$ cat config.mk
export PLATFORM = sky130hd
export DESIGN_NAME = mem_arbiter
export DESIGN_NICKNAME = d
export VERILOG_FILES = /design/src/rtl/mem_arbiter.sv
export SDC_FILE = /design/constraint.sdc
export NUM_CORES = 1
export LEC_CHECK = 0
export CAP_MARGIN = 15
export CORE_MARGIN = 4
export CORE_UTILIZATION = 34
export CTS_BUF_LIST = sky130_fd_sc_hd__clkbuf_4 sky130_fd_sc_hd__clkbuf_8
export DETAILED_ROUTE_END_ITERATION = 8
export PLACE_DENSITY = 0.79
export SETUP_SLACK_MARGIN = 0.15
export SKIP_CTS_REPAIR_TIMING = 1
export SLEW_MARGIN = 20
export SYNTH_ARGS = -nofsm -noshare
export SYNTH_HDL_FRONTEND = slang
export SYNTH_SLANG_ARGS = --single-unit
$ cat constraint.sdc
create_clock -name clk -period 2.45 [get_ports clk]
set_input_delay 0.3675 -clock clk [delete_from_list [all_inputs] [get_ports clk]]
set_output_delay 0.3675 -clock clk [all_outputs]
set_load 0.02 [all_outputs]
$ cat src/rtl/mem_arbiter.sv
// mem_arbiter: N-master round-robin arbiter in front of a single memory slave port.
// Each master uses the mem_read/mem_write/ok handshake. One winner is picked per
// transaction, its request fields are registered onto the slave port, and the
// completion pulse is returned only to that master.
//
// Optional build macro:
//   ARB_FIXED_PRIO_EN - master 0 always wins when requesting; the others share
//                       round-robin and only their grants move the pointer.
//
// Ports:
//   clk, rst            clock, synchronous active-high reset
//   m_addr/m_wdata      packed per-master address / write data (master i at [i*W +: W])
//   m_width             packed per-master access width (0 byte, 1 half, 2 word)
//   m_read/m_write      per-master request strobes (both high = write)
//   m_rdata             read data, valid while the master's m_ok bit is high
//   m_ok                one-hot single-cycle completion pulse
//   s_addr/s_wdata/s_width/s_read/s_write   registered slave request
//   s_rdata/s_ok        slave response
//   grant_id            current or last granted master
//   busy                transaction in progress (REQ or RESP)
module mem_arbiter #(
  parameter int unsigned NUM_MASTERS = 3,
  parameter int unsigned ADDR_W      = 32,
  parameter int unsigned DATA_W      = 32,
  parameter int unsigned GID_W       = $clog2(NUM_MASTERS)
) (
  input  logic                          clk,
  input  logic                          rst,
  input  logic [NUM_MASTERS*ADDR_W-1:0] m_addr,
  input  logic [NUM_MASTERS*DATA_W-1:0] m_wdata,
  input  logic [NUM_MASTERS*2-1:0]      m_width,
  input  logic [NUM_MASTERS-1:0]        m_read,
  input  logic [NUM_MASTERS-1:0]        m_write,
  output logic [DATA_W-1:0]             m_rdata,
  output logic [NUM_MASTERS-1:0]        m_ok,
  output logic [ADDR_W-1:0]             s_addr,
  output logic [DATA_W-1:0]             s_wdata,
  output logic [1:0]                    s_width,
  output logic                          s_read,
  output logic                          s_write,
  input  logic [DATA_W-1:0]             s_rdata,
  input  logic                          s_ok,
  output logic [GID_W-1:0]              grant_id,
  output logic                          busy
);

  typedef enum logic [1:0] {
    ST_IDLE,
    ST_REQ,
    ST_RESP
  } state_e;

  state_e                   state_q, state_d;
  logic [GID_W-1:0]         last_q, last_d;
  logic [GID_W-1:0]         grant_q, grant_d;
  logic [NUM_MASTERS-1:0]   m_ok_q, m_ok_d;
  logic [DATA_W-1:0]        m_rdata_q, m_rdata_d;
  logic [ADDR_W-1:0]        s_addr_q, s_addr_d;
  logic [DATA_W-1:0]        s_wdata_q, s_wdata_d;
  logic [1:0]               s_width_q, s_width_d;
  logic                     s_read_q, s_read_d;
  logic                     s_write_q, s_write_d;
  logic                     busy_q, busy_d;

  logic [ADDR_W-1:0]        addr_a  [NUM_MASTERS];
  logic [DATA_W-1:0]        wdata_a [NUM_MASTERS];
  logic [1:0]               width_a [NUM_MASTERS];

  logic [NUM_MASTERS-1:0]   req;
  logic [NUM_MASTERS-1:0]   rr_req;
  logic                     win_found;
  logic [GID_W-1:0]         win_id;
  logic                     upd_last;

  always_comb begin
    for (int unsigned i = 0; i < NUM_MASTERS; i++) begin
      addr_a[i]  = m_addr[i*ADDR_W +: ADDR_W];
      wdata_a[i] = m_wdata[i*DATA_W +: DATA_W];
      width_a[i] = m_width[i*2 +: 2];
    end
  end

  // Winner selection: scan from last+1 with wrap, first requester wins.
  always_comb begin
    int unsigned      idx;
    logic [GID_W-1:0] cand;
    req       = m_read | m_write;
    rr_req    = req;
`ifdef ARB_FIXED_PRIO_EN
    rr_req[0] = 1'b0;
`endif
    win_found = 1'b0;
    win_id    = '0;
    idx       = 0;
    cand      = '0;
    for (int unsigned k = 1; k <= NUM_MASTERS; k++) begin
      idx = 32'(last_q) + k;
      if (idx >= NUM_MASTERS) idx = idx - NUM_MASTERS;
      cand = GID_W'(idx);
      if (!win_found && rr_req[cand]) begin
        win_found = 1'b1;
        win_id    = cand;
      end
    end
    upd_last = 1'b1;
`ifdef ARB_FIXED_PRIO_EN
    // Master 0 overrides the rotation and leaves the pointer untouched.
    if (req[0]) begin
      win_found = 1'b1;
      win_id    = '0;
      upd_last  = 1'b0;
    end
`endif
  end

  always_comb begin
    state_d   = state_q;
    last_d    = last_q;
    grant_d   = grant_q;
    m_ok_d    = '0;
    m_rdata_d = m_rdata_q;
    s_addr_d  = s_addr_q;
    s_wdata_d = s_wdata_q;
    s_width_d = s_width_q;
    s_read_d  = s_read_q;
    s_write_d = s_write_q;
    busy_d    = busy_q;
    unique case (state_q)
      ST_IDLE: begin
        if (win_found) begin
          s_addr_d  = addr_a[win_id];
          s_wdata_d = wdata_a[win_id];
          s_width_d = width_a[win_id];
          s_write_d = m_write[win_id];
          s_read_d  = ~m_write[win_id];
          grant_d   = win_id;
          if (upd_last) last_d = win_id;
          busy_d    = 1'b1;
          state_d   = ST_REQ;
        end
      end
      ST_REQ: begin
        if (s_ok) begin
          if (s_read_q) m_rdata_d = s_rdata;
          s_read_d        = 1'b0;
          s_write_d       = 1'b0;
          m_ok_d[grant_q] = 1'b1;
          state_d         = ST_RESP;
        end
      end
      ST_RESP: begin
        busy_d  = 1'b0;
        state_d = ST_IDLE;
      end
      default: begin
        state_d = ST_IDLE;
      end
    endcase
  end

  always_ff @(posedge clk) begin
    if (rst) begin
      state_q   <= ST_IDLE;
      last_q    <= GID_W'(NUM_MASTERS - 1);
      grant_q   <= '0;
      m_ok_q    <= '0;
      m_rdata_q <= '0;
      s_addr_q  <= '0;
      s_wdata_q <= '0;
      s_width_q <= '0;
      s_read_q  <= 1'b0;
      s_write_q <= 1'b0;
      busy_q    <= 1'b0;
    end else begin
      state_q   <= state_d;
      last_q    <= last_d;
      grant_q   <= grant_d;
      m_ok_q    <= m_ok_d;
      m_rdata_q <= m_rdata_d;
      s_addr_q  <= s_addr_d;
      s_wdata_q <= s_wdata_d;
      s_width_q <= s_width_d;
      s_read_q  <= s_read_d;
      s_write_q <= s_write_d;
      busy_q    <= busy_d;
    end
  end

  assign m_ok     = m_ok_q;
  assign m_rdata  = m_rdata_q;
  assign s_addr   = s_addr_q;
  assign s_wdata  = s_wdata_q;
  assign s_width  = s_width_q;
  assign s_read   = s_read_q;
  assign s_write  = s_write_q;
  assign grant_id = grant_q;
  assign busy     = busy_q;

endmodule

Yosys cells after proc, flatten, opt, wreduce, memory -nomap -nowiden

Cells that the tools add are included.

Bits of input ports: 239
Logic and storage cells: 88
Flip-flop bits (word level): 110
Output and inout bits: 106

Bitwise gates (word level): 5
Mux-type cells: 38
$add $sub $neg: 6
Magnitude comparators: 10
Eq/ne operators: 4
Reduce and logical (&&, ||, !) cells: 14

Operators by type and width:

| cell                                                               | number |
|---|---|
| binary-select mux 32 bit (select 2 bit)                            | 2 |
| two-way mux 32 bit                                                 | 4 |
| two-way mux 2 bit                                                  | 10 |
| < comparator 2 x 3 -> 1 bit (second input constant)                | 5 |
| two-way mux 1 bit                                                  | 12 |
| greater-or-equal comparator 3 x 2 -> 1 bit (second input constant) | 3 |
| binary-select mux 1 bit (select 2 bit)                             | 4 |
| adder 2 x 2 -> 3 bit (second input constant)                       | 2 |
| one-hot mux 1 bit (2 select lines)                                 | 3 |
| AND reduction 2 bit                                                | 3 |
| AND reduction 3 bit                                                | 2 |
| subtractor 2 bit (second input constant)                           | 3 |
| binary-select mux 2 bit (select 2 bit)                             | 1 |
| != test 2 bit (second input constant)                              | 2 |
| one-hot mux 2 bit (2 select lines)                                 | 1 |
| nonzero test 2 bit                                                 | 2 |
| adder 2 x 1 -> 3 bit (second input constant)                       | 1 |
| greater-or-equal comparator 3 bit (second input constant)          | 1 |
| logical AND 1 bit                                                  | 3 |
| inverter 1 bit                                                     | 3 |
| inverter 2 -> 3 bit                                                | 1 |
| OR 3 bit                                                           | 1 |
| OR reduction 3 bit                                                 | 1 |
| demux 1 bit (select 2 bit)                                         | 1 |
| 5 further kinds                                                    | 6 |

Longest topological paths before layout

Depth after elaboration: 17
Depth in mapped cells: 12
Mapped depth without buffers: 8

Worst setup path after synthesis

Ideal clock, no wire load.

Path type: register -> register
Start: register last_q[0]
End: register s_wdata_q[17], in the netlist s_wdata[17]
Path buffers: 3
Setup time: 0.114 ns
Data arrival time: 2.511 ns
Required time: 2.336 ns
Slack: -0.175 ns
Stages on the path, launching flop included: 12
Clock period less this slack: 2.625 ns
Cells stage by stage: dfxtp_1 inv_1 ha_1 buf_4 or3b_2 a31oi_1 a311oi_4 nand2b_2 buf_2 buf_2 a311oi_1 a21o_1

Longest elaborated chain between the ends: 16
Elaborated cells between the ends (all ways): 33
Those cells by class: 6 x add/sub; 3 x order compare; 18 x mux; 1 x bitwise; 5 x reduce/logical

RTL lines:

| what                                                                                  | line | RTL |
|---|---|---|
| from (decl)                                                                           | 54   | `logic [GID_W-1:0] last_q, last_d;` |
| from (signal assigned)                                                                | 164  | `last_q <= GID_W'(NUM_MASTERS - 1);` |
| from (signal assigned)                                                                | 176  | `last_q <= last_d;` |
| adder 2 x 1 -> 3 bit                                                                  | 97   | `idx = 32'(last_q) + k;` |
| greater-or-equal comparator 3 x 2 -> 1 bit / subtractor 2 bit (equally long branches) | 98   | `if (idx >= NUM_MASTERS) idx = idx - NUM_MASTERS;` |
| two-way mux 2 bit                                                                     | 98   |  |
| binary-select mux 1 bit (select 2 bit)                                                | 100  | `if (!win_found && rr_req[cand]) begin` |
| two-way mux 1 bit (not written as such)                                               | 100  |  |
| two-way mux 1 bit                                                                     | 100  |  |
| logical NOT 1 bit                                                                     | 100  |  |
| logical AND 1 bit                                                                     | 100  |  |
| two-way mux 1 bit                                                                     | 100  |  |
| logical NOT 1 bit                                                                     | 100  |  |
| logical AND 1 bit                                                                     | 100  |  |
| two-way mux 2 bit                                                                     | 100  |  |
| inverter 2 -> 3 bit (not written as such)                                             | 132  | `s_wdata_d = wdata_a[win_id];` |
| binary-select mux 32 bit (select 2 bit)                                               | 132  |  |
| two-way mux 32 bit (not written as such) (2 in series)                                | 132  |  |
| to (signal assigned)                                                                  | 181  | `s_wdata_q <= s_wdata_d;` |
| to (decl)                                                                             | 59   | `logic [DATA_W-1:0] s_wdata_q, s_wdata_d;` |

Parallel ways exist; a longest one is shown, timed or not. The select of a mux whose other input is x is not followed.
A chain may end at the register's enable or synchronous reset.

Worst setup path in the final report

Start: register last_q[0]
End: register s_addr_q[7], in the netlist s_addr[7]

Longest elaborated chain between the ends: 16
Elaborated cells between the ends (all ways): 33
Those cells by class: 6 x add/sub; 3 x order compare; 18 x mux; 1 x bitwise; 5 x reduce/logical

RTL lines:

| what                                                                                  | line | RTL |
|---|---|---|
| adder 2 x 1 -> 3 bit                                                                  | 97   |  |
| greater-or-equal comparator 3 x 2 -> 1 bit / subtractor 2 bit (equally long branches) | 98   |  |
| two-way mux 2 bit                                                                     | 98   |  |
| binary-select mux 1 bit (select 2 bit)                                                | 100  |  |
| two-way mux 1 bit (not written as such)                                               | 100  |  |
| two-way mux 1 bit                                                                     | 100  |  |
| logical NOT 1 bit                                                                     | 100  |  |
| logical AND 1 bit                                                                     | 100  |  |
| two-way mux 1 bit                                                                     | 100  |  |
| logical NOT 1 bit                                                                     | 100  |  |
| logical AND 1 bit                                                                     | 100  |  |
| two-way mux 2 bit                                                                     | 100  |  |
| inverter 2 -> 3 bit (not written as such)                                             | 131  | `s_addr_d = addr_a[win_id];` |
| binary-select mux 32 bit (select 2 bit)                                               | 131  |  |
| two-way mux 32 bit (not written as such) (2 in series)                                | 131  |  |
| to (signal assigned)                                                                  | 180  | `s_addr_q <= s_addr_d;` |
| to (decl)                                                                             | 58   | `logic [ADDR_W-1:0] s_addr_q, s_addr_d;` |

Parallel ways exist; a longest one is shown, timed or not. The select of a mux whose other input is x is not followed.

==> impl_metrics.tcl <==
set metrics [dict create \
    rsz0062_at_grt "yes" \
    clk_latency_ns 0.38 \
    drtAntennaViolNets 0 \
    syn-num-nets 920 \
    crit_fanout 8 \
    yosys-top-cells-area "dfxtp_1 (41%), a311oi_1 (11%), a21o_1 (9.4%), nand3_1 (6.6%), o21ai_0 (6.3%)" \
    detailedRoute.firstPassIterationCount 5 \
    arrival_ns 2.73 \
    synth_area_leader_cell "dfxtp_1" \
    r2r_setup_slack_ns 0.05 \
    async_flop_share_pct 0 \
    via_per_inst 5.38 \
    die_h_um 134 \
    fmax_mhz 417 \
    post-dp-hpwl_mm 16.9 \
    fin_nets 1298 \
    antenna_found_initial 0 \
    seq_area_frac_synth_pct 40.7 \
    cts_buffers 9 \
    synth_top_cell_area_share_pct 40.7 \
    critPathKind "reg -> reg" \
    cts.reportedPaths.clkPinSlew_ns 0.11 \
    setup_viol 0 \
    synth_flop_cell "dfxtp_1" \
    vias 6838 \
    first_global_vias 6476 \
    p_leak_uw 0.00433 \
    antenna_cells 0 \
    initial_core_util_pct 35.0 \
    worstSetupEndpointType "register" \
    post-route-period-util_pct 97.9 \
    stdcell_count 1271 \
    clock-root-buffer "clkbuf_8" \
    grt_pass1_wl_mm 34.2 \
    drc_errors 0 \
    p_per_area_nw_per_um2 1060 \
    hold_violations 0 \
    dp.cells 1239 \
    drive_gt1_share_pct 15.9 \
    overflow 0 \
    grt_usage_pct 23.8 \
    synth_edf_count 0 \
    drv_slew 0 \
    ys_warn_count 0 \
    synthDistinctLibCells 38 \
    syn_area_per_cell_sq_um 7.92 \
    io_pins 345 \
    die-area_sq_um 17900 \
    wl_mm 23.9 \
    globalplace.congestion 0.855 \
    dr.first_iter.drc_count 433 \
    clockBufferDepth 2 \
    port_buffers 344 \
    crit_required_ns 2.78 \
    routedWlPerCell_um 18.8 \
    grt_max_degree 42 \
    multi_input_area_sq_um 3190 \
    cts_tree "built" \
    synthToLayoutAreaGrowth_pct 94.7 \
    final-seq-area_sq_um 2190 \
    synth-seq-cells 109 \
    max-vdd-ir-drop_uv 611 \
    fin_total_pwr_uw 11100 \
    tightest_slew_ns 0.452 \
    period_needed_ns 2.40 \
    hold_class "reg -> reg" \
    synthCells 677 \
    status "finished, final reports clean" \
    hold_ws_ns 0.458 \
    cp-start-kind "register" \
    fillCellCount 1263 \
    std_cell_rows 45 \
    syn_area_sq_um 5360 \
    slew_headroom_pct 69.8 \
    synth_most_common_cell "dfxtp_1" \
    final_core_util_pct 68.2 \
    coreArea_sq_um 15300 \
    clock_sinks 109 \
    max-cap-violations 0 \
    skew_ns 0.0117 \
    h-tree-depth 3 \
    synth_common_cells "dfxtp_1 (109), nor2_1 (76), nand3_1 (71)" \
    die_x_um 134 \
]
## per-stage QoR
step	area (sq um)	setup WS [ns]	TNS [ns]
detailed placement	9670	-0.188	-6.33
finish	10400	0.0503	0
floorplan	5460	0.0846	0
global route	10400	-0.0410	-0.802
CTS	9860	-0.0332	-0.677
global placement	9670	-0.108	-4.04
## cells by family (layout without fill, tap and decap cells)
group	Yosys count	in the layout	synth area share, %
flops	109	109	40.7
fa+ha+maj	4	4	0.933
compound gates	256	256	33.7
buf+inv	77	460	5.95
simple gates	231	231	18.7
## worst max-delay path: stages, from the launching register on
cell,delay [ns]
dfxtp_4,0.38
inv_4,0.05
ha_4,0.27
nor2b_4,0.13
o32a_4,0.38
buf_6,0.14
a31oi_4,0.25
buf_12,0.18
clkbuf_16,0.15
nor2_1,0.06
a311oi_2,0.23
a21o_1,0.12
## placed cells by master (no fill, tap or decap), types with 4 or more instances in the layout
master	count
clkdlybuf4s50_1	344
inv_1	4
dfxtp_1	107
o21ai_1	11
buf_12	22
buf_6	5
a21o_1	67
a311oi_2	26
a311oi_1	40
a21oi_1	36
clkbuf_16	8
o21ai_0	56
clkbuf_8	9
inv_6	4
nor3_1	5
nor2_1	73
nand2_1	66
nand3_1	70
buf_4	57
## final timing paths
| kind | from | to | cells after the start |
|---|---|---|---|
| min | s_wdata[31] | s_wdata[31] | 1 |
| max | last_q[0] | s_addr[7] | 11 |
| min reg2reg | s_wdata[31] | s_wdata[31] | 1 |
| max reg2reg | last_q[0] | s_addr[7] | 11 |
## flip-flops by register name, indices dropped and copies added (netlist names)
name and cells:
m_rdata 32, s_width 2, state_q 2, busy 1, s_write 1, s_read 1, grant_id 1, s_addr 32
s_wdata 32, last_q 2, m_ok 3
## cell type report
class                           instances  area share, %
Clock inverter                          6          0.491
Tap cell                              211           2.53
Timing Repair Buffer                  437           43.9
Multi-Input combinational cell        491           30.6
Inverter                                7          0.323
Sequential cell                       109           20.9
Clock buffer                           10           1.26
## where the power goes
part / total, uW / internal (uW) / switching [uW]
logic: 7540 / 3790 / 3760
clock network: 1100 / 402 / 696
registers: 2450 / 2210 / 243
total: 11100 / 6390 / 4700
## routing by layer
| metal | global-route usage, % | share of wire (%) |
|---|---|---|
| met5 | 0 | 0 |
| met4 | 7.14 | 2.4 |
| met3 | 6.31 | 7.9 |
| met2 | 41.1 | 49 |
| met1 | 29.0 | 40 |
(Power assumes the default switching activity.)
